<file path="src/rtl/collision_sweep_if.sv">
// collision_sweep_if: groups the sweep sequencer's control, BRAM and collision-stage signals.
// Latency: none (wires only).
// Backpressure: none; all transfers are single-cycle strobes with fixed latencies.
// master = the sequencer (collision_sweep), slave = the BRAM/collision side.
interface collision_sweep_if #(
  parameter int ADDR_W = 12
);
  logic                   start_in;        // one-cycle sweep request
  logic                   busy_out;        // sweep in progress
  logic                   done_out;        // one-cycle pulse after final write-back
  logic [ADDR_W-1:0]      bram_raddr_out;  // BRAM read address
  logic                   bram_ren_out;    // BRAM read enable
  logic [8:0][7:0]        bram_rdata_in;   // BRAM read data, 9 direction densities
  logic [8:0][7:0]        coll_data_out;   // densities to collision stage
  logic                   coll_valid_out;  // coll_data_out valid
  logic [8:0][7:0]        coll_result_in;  // collided densities
  logic                   coll_done_in;    // coll_result_in valid
  logic [ADDR_W-1:0]      bram_waddr_out;  // BRAM write address
  logic                   bram_we_out;     // BRAM write enable
  logic [8:0][7:0]        bram_wdata_out;  // BRAM write data
  logic                   error_out;       // sticky protocol error

  modport master (
    input  start_in, bram_rdata_in, coll_result_in, coll_done_in,
    output busy_out, done_out, bram_raddr_out, bram_ren_out, coll_data_out,
           coll_valid_out, bram_waddr_out, bram_we_out, bram_wdata_out, error_out
  );

  modport slave (
    output start_in, bram_rdata_in, coll_result_in, coll_done_in,
    input  busy_out, done_out, bram_raddr_out, bram_ren_out, coll_data_out,
           coll_valid_out, bram_waddr_out, bram_we_out, bram_wdata_out, error_out
  );
endinterface

</file>
<file path="src/rtl/collision_sweep.sv">
// collision_sweep: walks every lattice cell once, feeds densities to collision, writes results back.
// Latency: cell k read at 1+k after start, written at 2+k+BRAM_LATENCY+COLLIDE_LATENCY, done at N+L_B+L_C+2.
// Backpressure: none; one read per cycle, the collision stage is a fixed-latency pipeline.
//
// Ports: clk_in, rst_in (synchronous, active-high) plus bus (collision_sweep_if.master):
//   start_in/busy_out/done_out control, bram_raddr/ren/rdata read port, coll_data/valid
//   to collision, coll_result/done from collision, bram_waddr/we/wdata write port, error_out.
// Optional: define COLLISION_SWEEP_CHECK_EN to build the sticky protocol checker driving
//   error_out; otherwise error_out is tied low.
module collision_sweep #(
  parameter int GRID_W          = 64,
  parameter int GRID_H          = 48,
  parameter int ADDR_W          = 12,
  parameter int BRAM_LATENCY    = 2,
  parameter int COLLIDE_LATENCY = 20
) (
  input  logic                clk_in,
  input  logic                rst_in,
  collision_sweep_if.master   bus
);

  localparam int N     = GRID_W * GRID_H;
  localparam int TAG_D = BRAM_LATENCY + COLLIDE_LATENCY;
  localparam logic [ADDR_W-1:0] LAST_ADDR = ADDR_W'(N - 1);

  typedef enum logic [1:0] {IDLE, ISSUE, DRAIN, FINISH} state_t;

  state_t              state;
  logic                ren_q;
  logic [ADDR_W-1:0]   raddr_q;
  logic                busy_q;
  logic                done_q;
  logic                tail_vld_d;   // tail of the tag line was valid last cycle

  // Address tag line: each issued address travels with its valid bit for the full
  // read + collision latency, so the tail lines up with coll_done_in.
  logic [ADDR_W-1:0]   tag_sr [TAG_D];
  logic [TAG_D-1:0]    tag_vld;

  logic                we_q;
  logic [ADDR_W-1:0]   waddr_q;
  logic [8:0][7:0]     wdata_q;

  // Sequencer
  always_ff @(posedge clk_in) begin
    if (rst_in) begin
      state      <= IDLE;
      ren_q      <= 1'b0;
      raddr_q    <= '0;
      busy_q     <= 1'b0;
      done_q     <= 1'b0;
      tail_vld_d <= 1'b0;
    end else begin
      done_q     <= 1'b0;
      tail_vld_d <= tag_vld[TAG_D-1];
      case (state)
        IDLE: begin
          if (bus.start_in) begin
            state   <= ISSUE;
            ren_q   <= 1'b1;
            raddr_q <= '0;
            busy_q  <= 1'b1;
          end
        end
        ISSUE: begin
          if (raddr_q == LAST_ADDR) begin
            state <= DRAIN;
            ren_q <= 1'b0;
          end else begin
            raddr_q <= raddr_q + 1'b1;
          end
        end
        DRAIN: begin
          // Line empty now, and its last entry reached the tail last cycle: that
          // entry's write-back is being driven this cycle, so the sweep is complete.
          if (tag_vld == '0 && tail_vld_d) begin
            state  <= FINISH;
            done_q <= 1'b1;
            busy_q <= 1'b0;
          end
        end
        FINISH: begin
          state <= IDLE;
        end
        default: begin
          state <= IDLE;
        end
      endcase
    end
  end

  // Tag / valid delay line
  always_ff @(posedge clk_in) begin
    if (rst_in) begin
      tag_vld <= '0;
      for (int i = 0; i < TAG_D; i++) tag_sr[i] <= '0;
    end else begin
      tag_vld   <= {tag_vld[TAG_D-2:0], ren_q};
      tag_sr[0] <= raddr_q;
      for (int i = 1; i < TAG_D; i++) tag_sr[i] <= tag_sr[i-1];
    end
  end

  // Write-back. Gating on the tail valid bit drops results that belong to reads
  // issued before a reset, since the reset emptied the tag line.
  always_ff @(posedge clk_in) begin
    if (rst_in) begin
      we_q    <= 1'b0;
      waddr_q <= '0;
      wdata_q <= '0;
    end else if (bus.coll_done_in && tag_vld[TAG_D-1]) begin
      we_q    <= 1'b1;
      waddr_q <= tag_sr[TAG_D-1];
      wdata_q <= bus.coll_result_in;
    end else begin
      we_q    <= 1'b0;
    end
  end

`ifdef COLLISION_SWEEP_CHECK_EN
  logic err_q;
  // Any disagreement between the collision done strobe and the expected tail is sticky.
  always_ff @(posedge clk_in) begin
    if (rst_in) begin
      err_q <= 1'b0;
    end else if (bus.coll_done_in != tag_vld[TAG_D-1]) begin
      err_q <= 1'b1;
    end
  end
  assign bus.error_out = err_q;
`else
  assign bus.error_out = 1'b0;
`endif

  assign bus.busy_out       = busy_q;
  assign bus.done_out       = done_q;
  assign bus.bram_ren_out   = ren_q;
  assign bus.bram_raddr_out = raddr_q;
  assign bus.coll_data_out  = bus.bram_rdata_in;
  // The tag valid bits already form ren delayed per cycle; tap after BRAM latency.
  assign bus.coll_valid_out = tag_vld[BRAM_LATENCY-1];
  assign bus.bram_we_out    = we_q;
  assign bus.bram_waddr_out = waddr_q;
  assign bus.bram_wdata_out = wdata_q;

endmodule

</file>
<file path="src/flat_wrapper.sv">
// flat-port wrapper written by rule: the top's interface ports become plain ports
module collision_sweep_flat 
#(
  parameter int GRID_W          = 64,
  parameter int GRID_H          = 48,
  parameter int ADDR_W          = 12,
  parameter int BRAM_LATENCY    = 2,
  parameter int COLLIDE_LATENCY = 20
)
  (clk_in, rst_in, bus_start_in, bus_bram_rdata_in, bus_coll_result_in, bus_coll_done_in, bus_busy_out, bus_done_out, bus_bram_raddr_out, bus_bram_ren_out, bus_coll_data_out, bus_coll_valid_out, bus_bram_waddr_out, bus_bram_we_out, bus_bram_wdata_out, bus_error_out);
  collision_sweep_if #(.ADDR_W(ADDR_W)) bus_i ();
  input  logic clk_in;
  input  logic rst_in;
  input wire logic [$bits(bus_i.start_in)-1:0] bus_start_in;
  input wire logic [$bits(bus_i.bram_rdata_in)-1:0] bus_bram_rdata_in;
  input wire logic [$bits(bus_i.coll_result_in)-1:0] bus_coll_result_in;
  input wire logic [$bits(bus_i.coll_done_in)-1:0] bus_coll_done_in;
  output wire logic [$bits(bus_i.busy_out)-1:0] bus_busy_out;
  output wire logic [$bits(bus_i.done_out)-1:0] bus_done_out;
  output wire logic [$bits(bus_i.bram_raddr_out)-1:0] bus_bram_raddr_out;
  output wire logic [$bits(bus_i.bram_ren_out)-1:0] bus_bram_ren_out;
  output wire logic [$bits(bus_i.coll_data_out)-1:0] bus_coll_data_out;
  output wire logic [$bits(bus_i.coll_valid_out)-1:0] bus_coll_valid_out;
  output wire logic [$bits(bus_i.bram_waddr_out)-1:0] bus_bram_waddr_out;
  output wire logic [$bits(bus_i.bram_we_out)-1:0] bus_bram_we_out;
  output wire logic [$bits(bus_i.bram_wdata_out)-1:0] bus_bram_wdata_out;
  output wire logic [$bits(bus_i.error_out)-1:0] bus_error_out;
  assign bus_i.start_in = bus_start_in;
  assign bus_i.bram_rdata_in = bus_bram_rdata_in;
  assign bus_i.coll_result_in = bus_coll_result_in;
  assign bus_i.coll_done_in = bus_coll_done_in;
  assign bus_busy_out = bus_i.busy_out;
  assign bus_done_out = bus_i.done_out;
  assign bus_bram_raddr_out = bus_i.bram_raddr_out;
  assign bus_bram_ren_out = bus_i.bram_ren_out;
  assign bus_coll_data_out = bus_i.coll_data_out;
  assign bus_coll_valid_out = bus_i.coll_valid_out;
  assign bus_bram_waddr_out = bus_i.bram_waddr_out;
  assign bus_bram_we_out = bus_i.bram_we_out;
  assign bus_bram_wdata_out = bus_i.bram_wdata_out;
  assign bus_error_out = bus_i.error_out;
  collision_sweep #(.GRID_W(GRID_W), .GRID_H(GRID_H), .ADDR_W(ADDR_W), .BRAM_LATENCY(BRAM_LATENCY), .COLLIDE_LATENCY(COLLIDE_LATENCY)) u_core (.clk_in(clk_in), .rst_in(rst_in), .bus(bus_i));
endmodule
</file>
<file path="config.mk">
export PLATFORM = sky130hd
export DESIGN_NAME = collision_sweep_flat
export DESIGN_NICKNAME = d
export VERILOG_FILES = /design/src/rtl/collision_sweep_if.sv /design/src/rtl/collision_sweep.sv /design/src/flat_wrapper.sv
export SDC_FILE = /design/constraint.sdc
export NUM_CORES = 1
export LEC_CHECK = 0
export ABC_AREA = 1
export CELL_PAD_IN_SITES_DETAIL_PLACEMENT = 2
export CELL_PAD_IN_SITES_GLOBAL_PLACEMENT = 2
export CORE_ASPECT_RATIO = 1.25
export CORE_UTILIZATION = 28
export CTS_BUF_LIST = sky130_fd_sc_hd__clkbuf_16
export DETAILED_ROUTE_END_ITERATION = 8
export PLACE_DENSITY_LB_ADDON = 0.1
export SYNTH_ARGS = -nofsm -noshare
export SYNTH_HDL_FRONTEND = slang
export SYNTH_SLANG_ARGS = --single-unit
</file>
<file path="constraint.sdc">
create_clock -name clk_in -period 1.52 [get_ports clk_in]
set_input_delay 0.228 -clock clk_in [delete_from_list [all_inputs] [get_ports clk_in]]
set_output_delay 0.228 -clock clk_in [all_outputs]
set_load 0.05 [all_outputs]
</file>
==> flow_metrics.env <==
export IMPL_synth_top_area_frac=0.615
export IMPL_final_net_count=1797
export IMPL_initial_utilization=0.286
export IMPL_core_region_area_um2=44300
export IMPL_synth_yosys_seq_area_share=0.615
export IMPL_synth_async_sr_flop_share=0
export IMPL_stdcell_count=2245
export IMPL_detail_route_wl_per_cell_um=12.8
export IMPL_ctsHoldBuffers=0
export IMPL_drt_iter0_markers=226
export IMPL_finalCoreUtilization=0.357
export IMPL_syn2layout_area_growth_pct=25.0
export IMPL_final_antenna_net_count=0
export IMPL_endpoint_kind_of_the_worst_setup_timing_path="output pin"
export IMPL_p_sw_mw=5.50
export IMPL_flop_and_latch_count_out_of_synthesis=389
export IMPL_grt_pass1_wl_mm=47.6
export IMPL_clock_tree_root_cell="sky130_fd_sc_hd__clkbuf_16"
export IMPL_report_final_slew_viol_count=0
export IMPL_syn_avg_cell_area_um2=8.30
export IMPL_ys_dominant_reg_cell="sky130_fd_sc_hd__dfxtp_1"
export IMPL_fin_skew_ps=9.31
export IMPL_ioPinCount=322
export IMPL_critPathLaunch="u_core.bus.bram_raddr_out[0]"
export IMPL_layout_common_cells="sky130_fd_sc_hd__nor2_1 (493), sky130_fd_sc_hd__dfxtp_1 (377), sky130_fd_sc_hd__inv_1 (322), sky130_fd_sc_hd__buf_4 (118), sky130_fd_sc_hd__o21ai_0 (87)"
export IMPL_run_status="finished clean"
export IMPL_wl_mm=28.8
export IMPL_detailedPlacementHpwl_mm=18.9
export IMPL_cts_max_level=2
export IMPL_final_fill_count=4999
export IMPL_power_sequential_fraction=0.478
export IMPL_power_combinational_fraction=0.104
export IMPL_syn_instance_count=1525
export IMPL_worst_path_stages=2
export IMPL_timing_final_ws_setup_ps=88.5
export IMPL_setup_repair_after_global_routing_missed_its_margin="true"
export IMPL_critical_path_fanout_max=3
export IMPL_cp_data_arrival_time_ps=1200
export IMPL_setup_worst_path_start_class="register"
export IMPL_cts_made_buffers=42
export IMPL_cp_slowest_cell="sky130_fd_sc_hd__dfxtp_4"
export IMPL_share_of_layout_cells_above_drive_strength_1=0.134
export IMPL_power_total_mw=21.9
export IMPL_power_ir_vdd_worst_mv=0.716
export IMPL_path_delay_family="flip-flops"
export IMPL_cp_common_cell="sky130_fd_sc_hd__buf_4"
export IMPL_grt_antenna_before_repair=1
export IMPL_chipWidth_um=192
export IMPL_synth_cell_types=27
export IMPL_post_drt_via_cell_ratio=4.15
export IMPL_netlist_top_cell_by_area="sky130_fd_sc_hd__dfxtp_1"
export IMPL_post_synth_main_area_contributors="sky130_fd_sc_hd__dfxtp_1 (62%), sky130_fd_sc_hd__nor2_1 (15%), sky130_fd_sc_hd__inv_1 (9.1%)"
export IMPL_detailedRoute_firstPassIterationCount=4
export IMPL_routabilityCongestion=0.739
export IMPL_clk_pin_slew_ps=60
export IMPL_maxClockFrequency_mhz=699
export IMPL_grt_max_degree=107
export IMPL_placement_io_buffers=176
export IMPL_path_class="reg -> out"
export IMPL_power_switching_share=0.251
export IMPL_r2r_start="u_core.bus.bram_raddr_out[0]"
export IMPL_worstSkewPairLatency_ps=530
export IMPL_worstPathCellList="buf_4 -> buf_4"
export IMPL_drc_errors=0
export IMPL_report_final_hold_viol_count=0
export IMPL_placedCellCount=2172
export IMPL_worst_hold_slack_ps=123
export IMPL_holdCritPathClass="in -> reg"
export IMPL_yosysWarningCount=0
export IMPL_period_needed_ps=1430
export IMPL_cts_sinks=389
export IMPL_critPathCapture="bus_bram_raddr_out[0]"
export IMPL_highest_signal_layer="met5"
export IMPL_worstRegToRegCells=7
export IMPL_mapped_nets=1677
export IMPL_gr_total_overflow=0
export IMPL_dieArea_um2=46100
export IMPL_num_vias=9318
export IMPL_final_common_cell="sky130_fd_sc_hd__nor2_1"
export IMPL_cts_tree="yes"
export IMPL_required_time_at_the_endpoint_of_the_critical_path_ps=1290
export IMPL_grt_pass1_vias=9975
export IMPL_cell_area_after_technology_mapping_um2=12700
export IMPL_met3_wirelength_mm=2.05
export IMPL_p_per_area_nw_per_um2=1390
export IMPL_num_rows=86
export IMPL_synth_enable_flop_cells=0
export IMPL_ctsLongestPathBuffers=3
export IMPL_global_route_usage_total=0.128
export IMPL_met1Wirelength_mm=11.9
export IMPL_route_met2_wl_mm=14.0
export IMPL_worst_r2r_endpoint="u_core.bus.bram_raddr_out[3]"
export IMPL_critPathMaxStageDelay_ps=350
export IMPL_timing_hold_worst_path_depth=3
export IMPL_n_antenna_cell=0
export IMPL_final_period_utilization=0.942
export IMPL_critical_path_buf_inv_count=2
export IMPL_max_cap_violations=0
export IMPL_p_clk_frac=0.418
export IMPL_die_h_um=240
export IMPL_reg2reg_slack_ps=100
export IMPL_static_leakage_power_nw=6.36
export IMPL_place_worst_setup_slack_ps=-122
export IMPL_setup_violations_final=0
export IMPL_internal_power_mw=16.4
-- stage by stage --
step                instance area [um^2]  TNS (ps)
floorplan                          12700         0
global placement                   14500      -946
detailed placement                 14500     -2210
CTS                                15800     -50.6
global route                       15800     -67.5
finish                             15800         0
-- cells by family (layout without fill, tap and decap cells) --
kind of cell / Yosys count / in the layout / share of synthesized area
and+or+nand+nor: 582 / 583 / 0.180
buffers and inverters: 449 / 596 / 0.160
DFF: 389 / 389 / 0.615
AOI/OAI and AO/OA: 100 / 100 / 0.0405
adders and majority gates: 4 / 4 / 0.00395
other: 1 / 1 / 0.000296
-- registers in the layout (all words and copies together), names as in the netlist --
name                       count
u_core.bus.bram_we_out         1
u_core.bus.busy_out            1
u_core.bus.bram_waddr_out     12
u_core.state                   2
u_core.bus.bram_raddr_out     12
u_core.tail_vld_d              1
u_core.tag_sr                264
u_core.bus.bram_wdata_out     72
u_core.tag_vld                22
u_core.bus.bram_ren_out        1
u_core.bus.done_out            1
-- Yosys cell counts, types with 2 or more instances --
master                     count
sky130_fd_sc_hd__a21oi_2       2
sky130_fd_sc_hd__dfxtp_1     389
sky130_fd_sc_hd__clkbuf_1     22
sky130_fd_sc_hd__a21oi_1       5
sky130_fd_sc_hd__nand4_1       4
sky130_fd_sc_hd__buf_4        73
sky130_fd_sc_hd__inv_2         4
sky130_fd_sc_hd__ha_1          4
sky130_fd_sc_hd__nand2_1      59
sky130_fd_sc_hd__o21ai_0      89
sky130_fd_sc_hd__o21ai_1       2
sky130_fd_sc_hd__nor2_1      494
sky130_fd_sc_hd__nor2_4        3
sky130_fd_sc_hd__buf_2        40
sky130_fd_sc_hd__nand3_1      16
sky130_fd_sc_hd__inv_1       308
-- power groups by stage --
stage                     combinational (mW)  clock [mW]  sequential [mW]
after floorplan                         1.60           0             10.9
after global placement                  2.12           0             10.7
after detailed placement                2.18           0             10.7
after CTS                               2.27        9.61             10.5
after global routing                    2.53        10.0             10.5
final                                   2.28        9.15             10.5
-- final cells by class --
| class | instances | area [um^2] | area share |
|---|---|---|---|
| well taps | 572 | 716 | 0.0452 |
| multi-input cells | 688 | 2910 | 0.184 |
| repair buffers | 212 | 2000 | 0.126 |
| clock inverters | 28 | 118 | 0.00743 |
| inverters | 312 | 1180 | 0.0743 |
| clock buffers | 44 | 1100 | 0.0696 |
| flip-flops and latches | 389 | 7810 | 0.493 |
-- repair_timing --
| item | CTS | global route |
|---|---|---|
| endpoints found under the setup margin | 6 | 16 |
| buffers inserted | 0 | 0 |
| cloned | 1 | 0 |
| pin swaps | 2 | 6 |
| resized for setup | 4 | 19 |
-- worst min path at each step --
stage	from	end	slack [ps]
3_3_place_gp	u_core.tag_sr[9][5]	u_core.tag_sr[10][5]	390
6_report	rst_in	u_core.bus.bram_raddr_out[4]	120
3_5_place_dp	u_core.tag_sr[9][5]	u_core.tag_sr[10][5]	400
4_1_cts	rst_in	u_core.bus.bram_raddr_out[3]	100
2_1_floorplan	u_core.tag_sr[9][0]	u_core.tag_sr[10][0]	390
5_1_grt	rst_in	u_core.bus.bram_raddr_out[4]	120
-- worst min-delay path, cell delays in order --
cell and delay, ps:
sky130_fd_sc_hd__buf_8 100, sky130_fd_sc_hd__buf_4 240, sky130_fd_sc_hd__a21oi_2 40
-- metal layers --
layer | track usage | vias to the layer above
li1 | - | 4556
met1 | 0.137 | 4474
met2 | 0.234 | 233
met3 | 0.0362 | 53
met4 | 0.0477 | 2
met5 | 0 | -
Note: power is estimated with default switching activity, not from simulation.
